===== src/rtl/ex_pkg.sv =====
// ex_pkg: opcode encodings, multiplier FSM states and default datapath width
// shared by the EX stage files.
package ex_pkg;
    localparam int DW_DEF = 8;
    typedef enum logic [3:0] {
        OP_NOP = 4'd0, OP_ADD, OP_SUB, OP_AND, OP_OR, OP_XOR,
        OP_SLL, OP_SRL, OP_MUL, OP_LD, OP_ST
    } op_t;
    typedef enum logic {S_IDLE, S_MUL} mul_state_t;
endpackage


===== src/rtl/ex_mem_stage_if.sv =====
// ex_mem_stage_if: ID/EX inputs, forward sources and EX/MEM register outputs.
interface ex_mem_stage_if #(parameter int DW = 8);
    logic          flush;
    logic [3:0]    opcode_in;
    logic [DW-1:0] A_in, B_in;
    logic [2:0]    rs_in, rt_in, rd_in;
    logic          mem_fwd_we, wb_fwd_we;
    logic [2:0]    mem_fwd_rd, wb_fwd_rd;
    logic [DW-1:0] mem_fwd_data, wb_fwd_data;
    logic          ex_busy;
    logic [3:0]    opcode_out;
    logic [DW-1:0] result_out, store_data_out;
    logic [2:0]    rd_out;
    logic          reg_we_out;
    modport master (
        output flush, opcode_in, A_in, B_in, rs_in, rt_in, rd_in,
               mem_fwd_we, mem_fwd_rd, mem_fwd_data, wb_fwd_we, wb_fwd_rd, wb_fwd_data,
        input  ex_busy, opcode_out, result_out, store_data_out, rd_out, reg_we_out
    );
    modport slave (
        input  flush, opcode_in, A_in, B_in, rs_in, rt_in, rd_in,
               mem_fwd_we, mem_fwd_rd, mem_fwd_data, wb_fwd_we, wb_fwd_rd, wb_fwd_data,
        output ex_busy, opcode_out, result_out, store_data_out, rd_out, reg_we_out
    );
endinterface


===== src/rtl/ex_mul_seq.sv =====
// ex_mul_seq: 8-iteration shift-add multiplier; done is combinational on the
// last iteration so the final partial product is folded into product.
module ex_mul_seq
    import ex_pkg::*;
#(parameter int DW = DW_DEF)
(
    input  logic          clk,
    input  logic          rst,
    input  logic          abort,
    input  logic          start,
    input  logic [DW-1:0] a,
    input  logic [DW-1:0] b,
    output logic          busy,
    output logic          done,
    output logic [DW-1:0] product
);
    mul_state_t    state;
    logic [2:0]    cnt;
    logic [DW-1:0] acc, ma, mb;

    assign product = acc + (mb[0] ? ma : '0);
    assign done    = state == S_MUL && cnt == 3'd7;
    assign busy    = (state == S_IDLE && start) || (state == S_MUL && cnt != 3'd7);

    always_ff @(posedge clk or posedge rst) begin
        if (rst) begin
            state <= S_IDLE;
            cnt   <= '0;
            acc   <= '0;
            ma    <= '0;
            mb    <= '0;
        end else if (abort) begin
            state <= S_IDLE;
            cnt   <= '0;
        end else if (state == S_IDLE) begin
            if (start) begin
                ma    <= a;
                mb    <= b;
                acc   <= '0;
                cnt   <= '0;
                state <= S_MUL;
            end
        end else begin
            acc   <= product;
            ma    <= ma << 1;
            mb    <= mb >> 1;
            cnt   <= cnt + 3'd1;
            state <= done ? S_IDLE : S_MUL;
        end
    end
endmodule


===== src/rtl/ex_mem_stage.sv =====
// ex_mem_stage: execute stage with two-level operand forwarding and EX/MEM register.
// Define EX_MUL_EN to build the sequential multiplier; otherwise opcode 8 is a NOP.
module ex_mem_stage
    import ex_pkg::*;
#(parameter int DW = DW_DEF)
(
    input logic clk,
    input logic rst,
    ex_mem_stage_if.slave bus
);
    logic [DW-1:0] fa, fb, alu, st, product;
    logic [3:0]    op;
    logic          we, busy, mul_done;

    // MEM result is newer than WB, so it wins; r0 is never forwarded
    assign fa = (bus.mem_fwd_we && bus.mem_fwd_rd == bus.rs_in && bus.rs_in != 3'd0) ? bus.mem_fwd_data :
                (bus.wb_fwd_we && bus.wb_fwd_rd == bus.rs_in && bus.rs_in != 3'd0) ? bus.wb_fwd_data : bus.A_in;
    assign fb = (bus.mem_fwd_we && bus.mem_fwd_rd == bus.rt_in && bus.rt_in != 3'd0) ? bus.mem_fwd_data :
                (bus.wb_fwd_we && bus.wb_fwd_rd == bus.rt_in && bus.rt_in != 3'd0) ? bus.wb_fwd_data : bus.B_in;

    always_comb begin
        alu = '0;
        st  = '0;
        case (bus.opcode_in)
            OP_ADD, OP_LD: alu = fa + fb;
            OP_SUB:        alu = fa - fb;
            OP_AND:        alu = fa & fb;
            OP_OR:         alu = fa | fb;
            OP_XOR:        alu = fa ^ fb;
            OP_SLL:        alu = fa << fb[2:0];
            OP_SRL:        alu = fa >> fb[2:0];
            OP_ST: begin
                alu = fa + fb;
                st  = fb;
            end
            default:       alu = '0;
        endcase
    end

    // MUL only reaches EX/MEM through the multiplier's done path
    assign op = (bus.opcode_in > 4'd10 || bus.opcode_in == OP_MUL) ? OP_NOP : bus.opcode_in;
    assign we = op != OP_NOP && op != OP_ST && bus.rd_in != 3'd0;

`ifdef EX_MUL_EN
    ex_mul_seq #(.DW(DW)) u_mul (
        .clk     (clk),
        .rst     (rst),
        .abort   (bus.flush),
        .start   (bus.opcode_in == OP_MUL),
        .a       (fa),
        .b       (fb),
        .busy    (busy),
        .done    (mul_done),
        .product (product)
    );
`else
    assign busy     = 1'b0;
    assign mul_done = 1'b0;
    assign product  = '0;
`endif

    assign bus.ex_busy = busy;

    always_ff @(posedge clk or posedge rst) begin
        if (rst) begin
            bus.opcode_out     <= '0;
            bus.result_out     <= '0;
            bus.store_data_out <= '0;
            bus.rd_out         <= '0;
            bus.reg_we_out     <= 1'b0;
        end else if (bus.flush || busy) begin
            bus.opcode_out     <= '0;
            bus.result_out     <= '0;
            bus.store_data_out <= '0;
            bus.rd_out         <= '0;
            bus.reg_we_out     <= 1'b0;
        end else begin
            bus.opcode_out     <= mul_done ? OP_MUL : op;
            bus.result_out     <= mul_done ? product : alu;
            bus.store_data_out <= mul_done ? '0 : st;
            bus.rd_out         <= bus.rd_in;
            bus.reg_we_out     <= mul_done ? bus.rd_in != 3'd0 : we;
        end
    end
endmodule


===== src/flat_wrapper.sv =====
// flat-port wrapper written by rule: the top's interface ports become plain ports
module ex_mem_stage_flat import ex_pkg::*;
#(parameter int DW = DW_DEF)
  (clk, rst, bus_flush, bus_opcode_in, bus_A_in, bus_B_in, bus_rs_in, bus_rt_in, bus_rd_in, bus_mem_fwd_we, bus_mem_fwd_rd, bus_mem_fwd_data, bus_wb_fwd_we, bus_wb_fwd_rd, bus_wb_fwd_data, bus_ex_busy, bus_opcode_out, bus_result_out, bus_store_data_out, bus_rd_out, bus_reg_we_out);
  ex_mem_stage_if #(.DW(DW)) bus_i ();
  input logic clk;
  input logic rst;
  input wire logic [$bits(bus_i.flush)-1:0] bus_flush;
  input wire logic [$bits(bus_i.opcode_in)-1:0] bus_opcode_in;
  input wire logic [$bits(bus_i.A_in)-1:0] bus_A_in;
  input wire logic [$bits(bus_i.B_in)-1:0] bus_B_in;
  input wire logic [$bits(bus_i.rs_in)-1:0] bus_rs_in;
  input wire logic [$bits(bus_i.rt_in)-1:0] bus_rt_in;
  input wire logic [$bits(bus_i.rd_in)-1:0] bus_rd_in;
  input wire logic [$bits(bus_i.mem_fwd_we)-1:0] bus_mem_fwd_we;
  input wire logic [$bits(bus_i.mem_fwd_rd)-1:0] bus_mem_fwd_rd;
  input wire logic [$bits(bus_i.mem_fwd_data)-1:0] bus_mem_fwd_data;
  input wire logic [$bits(bus_i.wb_fwd_we)-1:0] bus_wb_fwd_we;
  input wire logic [$bits(bus_i.wb_fwd_rd)-1:0] bus_wb_fwd_rd;
  input wire logic [$bits(bus_i.wb_fwd_data)-1:0] bus_wb_fwd_data;
  output wire logic [$bits(bus_i.ex_busy)-1:0] bus_ex_busy;
  output wire logic [$bits(bus_i.opcode_out)-1:0] bus_opcode_out;
  output wire logic [$bits(bus_i.result_out)-1:0] bus_result_out;
  output wire logic [$bits(bus_i.store_data_out)-1:0] bus_store_data_out;
  output wire logic [$bits(bus_i.rd_out)-1:0] bus_rd_out;
  output wire logic [$bits(bus_i.reg_we_out)-1:0] bus_reg_we_out;
  assign bus_i.flush = bus_flush;
  assign bus_i.opcode_in = bus_opcode_in;
  assign bus_i.A_in = bus_A_in;
  assign bus_i.B_in = bus_B_in;
  assign bus_i.rs_in = bus_rs_in;
  assign bus_i.rt_in = bus_rt_in;
  assign bus_i.rd_in = bus_rd_in;
  assign bus_i.mem_fwd_we = bus_mem_fwd_we;
  assign bus_i.mem_fwd_rd = bus_mem_fwd_rd;
  assign bus_i.mem_fwd_data = bus_mem_fwd_data;
  assign bus_i.wb_fwd_we = bus_wb_fwd_we;
  assign bus_i.wb_fwd_rd = bus_wb_fwd_rd;
  assign bus_i.wb_fwd_data = bus_wb_fwd_data;
  assign bus_ex_busy = bus_i.ex_busy;
  assign bus_opcode_out = bus_i.opcode_out;
  assign bus_result_out = bus_i.result_out;
  assign bus_store_data_out = bus_i.store_data_out;
  assign bus_rd_out = bus_i.rd_out;
  assign bus_reg_we_out = bus_i.reg_we_out;
  ex_mem_stage #(.DW(DW)) u_core (.clk(clk), .rst(rst), .bus(bus_i));
endmodule

===== config.mk =====
export PLATFORM = sky130hd
export DESIGN_NAME = ex_mem_stage_flat
export DESIGN_NICKNAME = d
export VERILOG_FILES = /design/src/rtl/ex_pkg.sv /design/src/rtl/ex_mem_stage_if.sv /design/src/rtl/ex_mul_seq.sv /design/src/rtl/ex_mem_stage.sv /design/src/flat_wrapper.sv
export SDC_FILE = /design/constraint.sdc
export NUM_CORES = 1
export LEC_CHECK = 0
export ABC_AREA = 1
export CAP_MARGIN = 20
export CORE_MARGIN = 2
export CORE_UTILIZATION = 30
export DETAILED_ROUTE_END_ITERATION = 10
export DONT_BUFFER_PORTS = 1
export SLEW_MARGIN = 10
export SYNTH_ARGS = -nofsm -noshare
export SYNTH_HDL_FRONTEND = slang
export SYNTH_SLANG_ARGS = --single-unit

===== constraint.sdc =====
create_clock -name clk -period 0.8 [get_ports clk]
set_clock_uncertainty 0.2 [all_clocks]
set_input_delay 0.08 -clock clk [delete_from_list [all_inputs] [get_ports clk]]
set_output_delay 0.08 -clock clk [all_outputs]
set_load 0.01 [all_outputs]

==> results.sh <==
export IMPL_io_pins=81
export IMPL_synthesis_nets=578
export IMPL_drc=0
export IMPL_die_h_um=106
export IMPL_synthCells=500
export IMPL_initial_core_util=0.305
export IMPL_setup_ws_ns=-1.93
export IMPL_synth_top_family_by_area="simple AND/OR/NAND/NOR gates"
export IMPL_dpl_hpwl_um=8320
export IMPL_grt_pass1_vias=4071
export IMPL_max_freq_mhz=366
export IMPL_grt_pass1_wl_um=19200
export IMPL_antenna_found_initial=0
export IMPL_nFillCells=902
export IMPL_synth_area_mux_share=0
export IMPL_cp_slowest_cell="ha_1"
export IMPL_placed_cell_area_um2=4080
export IMPL_cts_root_buf="clkbuf_8"
export IMPL_cts_buffers=3
export IMPL_final_cells=791
export IMPL_hold_class="input pin to flop"
export IMPL_synthSimpleGateAreaFrac=0.459
export IMPL_initialDrtViolationCount=197
export IMPL_arrival_ns=2.73
export IMPL_fin_crit_sh=3.42
export IMPL_via_per_inst=4.99
export IMPL_portBuffers=0
export IMPL_synth_area_um2=3110
export IMPL_peakVddDrop_v=0.000575
export IMPL_num_nets_final=734
export IMPL_syn_avg_cell_area_um2=6.21
export IMPL_status="finished with violations"
export IMPL_end_kind="flop"
export IMPL_drtPass1Iterations=5
export IMPL_power_density_nw_per_um2=1230
export IMPL_violations="negative hold slack, negative setup slack"
export IMPL_grt_setup_unrepaired="yes"
export IMPL_ys_seq_area_frac=0.193
export IMPL_drt_wl_total_um=12200
export IMPL_post_place_cells=717
export IMPL_path_buf_inv=1
export IMPL_synthAdderAreaFrac=0.0910
export IMPL_period_minus_slack_ns=2.73
export IMPL_hold_buffers=4
export IMPL_synth_seq_cells=24
export IMPL_critical_path_required_ns=0.80
export IMPL_path_cells="nor3_4, nor2_2, nand2_4, buf_6, nand3_4, nand2_4, nand3_4, nor2_4, nand2_2, o21ai_2, xor2_1, ha_1, a21oi_2, o21ai_1, a31o_2, nand3_1, nand2_2, nand2_1, nand3_2, a21oi_2"
export IMPL_pre_cts_slack_ns=-2.24
export IMPL_synth_cell_types=40
export IMPL_synth_xor_area_share=0.0226
export IMPL_slowest_delay_ns=0.30
export IMPL_final_cell_area_um2=5490
export IMPL_crit_fanout=6
export IMPL_htreeDepth=1
export IMPL_cts_sinks=24
export IMPL_yosysWarnings=0
export IMPL_finalHoldViolCount=16
export IMPL_grt_usage=0.214
export IMPL_cts_buffer_depth=2
export IMPL_drv_cap=0
export IMPL_place_gp_congestion=0.936
export IMPL_vias=3945
export IMPL_slew_violations=0
export IMPL_cts_tree="yes"
export IMPL_grt_overflow=0
export IMPL_final_layout_size_suffix_gt1_frac=0.502
export IMPL_ant_nets=0
export IMPL_antenna_diode_count=0
export IMPL_crit_type="input pin to flop"
export IMPL_clk_pin_slew_worst_paths_ns=0.08
export IMPL_hold_slack_ns=-0.346
export IMPL_cellLeakagePower_nw=2.95
export IMPL_setup_viol=40
export IMPL_synth_compound_area_frac=0.105
export IMPL_die_x_um=106
export IMPL_cp_top_family="simple AND/OR/NAND/NOR gates"
export IMPL_critPathLaunchType="input pin"
export IMPL_syn_to_final_growth_pct=76.6
export IMPL_post_drt_wl_per_cell_um=15.4
export IMPL_rows=37
export IMPL_die_area_um2=11200
export IMPL_grt_start_max_net_pins=25
export IMPL_coreArea_um2=10200
## area by class of cell
class	count	area, um2	area share
multi-input combinational	385	2760	0.503
timing repair buffer	163	1550	0.282
sequential	24	601	0.109
inverter	79	352	0.0641
tap	136	170	0.0310
clock buffer	4	55.1	0.0100
## where the power goes
part	switching [mW]	internal, mW	total, mW
clock	0.385	0.440	0.825
sequential	0.0692	1.29	1.36
combinational	2.28	2.27	4.55
## path summary, 6_finish.rpt
check                             start  slack, ns  depth (start not counted)                            endpoint
max in group asynchronous           rst       0.19                          3  u_core.bus.opcode_out[0]$_DFF_PP0_
min in group asynchronous           rst       0.07                          3      u_core.bus.rd_out[0]$_DFF_PP0_
worst min-delay path          bus_flush      -0.35                          1  u_core.bus.result_out[3]$_DFF_PP0_
worst max-delay path       bus_rt_in[2]      -1.93                         20  u_core.bus.result_out[7]$_DFF_PP0_
## repair_timing
| item | 4_1_cts | 5_1_grt |
|---|---|---|
| endpoints found under the hold margin | 43 | 16 |
| pin swaps | 46 | 25 |
| endpoints found under the setup margin | 41 | 42 |
| resized for setup | 152 | 55 |
| setup buffers | 58 | 9 |
## flip-flops by register name, summed over array words and instances (netlist names)
register and count:
u_core.bus.store_data_out 8, u_core.bus.opcode_out 4, u_core.bus.result_out 8, u_core.bus.rd_out 3, u_core.bus.reg_we_out 1
## metrics by stage
step / hold slack (ns) / TNS (ns) / util / total power [mW]
detailed placement: -0.187 / -21.65 / 0.400 / 4.36
CTS: -0.347 / -24.17 / 0.509 / 6.18
floorplan: -0.105 / -15.80 / - / 3.32
global placement: -0.194 / -20.63 / 0.400 / 4.30
global route: -0.355 / -28.42 / 0.539 / 7.15
finish: -0.346 / -26.29 / 0.539 / 6.73
## per-layer routing
| metal | up-vias | global-route usage | routed length (um) |
|---|---|---|---|
| met1 | 1813 | 0.235 | 4450 |
| met5 | - | 0 | 0 |
| met4 | 0 | 0.0874 | 537 |
| met3 | 53 | 0.0458 | 912 |
| li1 | 1904 | - | - |
| met2 | 175 | 0.395 | 6280 |
## synthesized netlist by cell type (all sizes together)
cell	instances	area [um2]
a221oi	4	35.0
nor2	53	223
o21ai	20	111
a21oi	14	73.8
fa	1	20.0
clkbuf	1	3.75
xor2	8	70.1
nand3b	1	20.0
nor3	10	77.6
o21bai	2	15.0
o2111ai	1	8.76
conb	1	3.75
nand2	162	663
a31oi	1	6.26
dfrtp	24	601
or2	1	6.26
inv	79	297
o21a	1	7.51
o2bb2ai	1	8.76
a21boi	1	18.8
a211oi	2	15.0
ha	21	263
o211ai	1	7.51
nand3	77	435
buf	11	98.8
o311ai	1	8.76
a31o	1	8.76
## placed cells by master (no fill, tap or decap), types with 3 or more instances in the layout
| master | count |
|---|---|
| buf_8 | 4 |
| inv_2 | 12 |
| dlygate4sd3_1 | 4 |
| buf_12 | 4 |
| a21oi_1 | 5 |
| buf_6 | 63 |
| xor2_1 | 8 |
| nand2_4 | 23 |
| a21oi_2 | 8 |
| nand2_1 | 101 |
| nor2_1 | 36 |
| clkbuf_8 | 4 |
| ha_4 | 6 |
| nor2_2 | 8 |
| nor3_1 | 3 |
| inv_1 | 58 |
| dfrtp_1 | 24 |
| ha_1 | 15 |
| o21ai_2 | 8 |
| buf_4 | 87 |
| nor3_4 | 6 |
| nand3_1 | 49 |
| nand2_2 | 37 |
| inv_4 | 4 |
| o21ai_1 | 9 |
| nor2_4 | 8 |
| nand3_4 | 7 |
| nand3_2 | 21 |
| a221oi_1 | 3 |
## kinds of logic (layout without fill, tap and decap cells)
family | Yosys count | in the layout
AO/OA/AOI/OAI | 50 | 50
XOR/XNOR | 8 | 8
adder cells (fa/ha/maj) | 22 | 22
buffers and inverters | 91 | 246
flip-flops | 24 | 24
other | 1 | 1
AND/OR/NAND/NOR | 304 | 304
(Power assumes the default switching activity.)
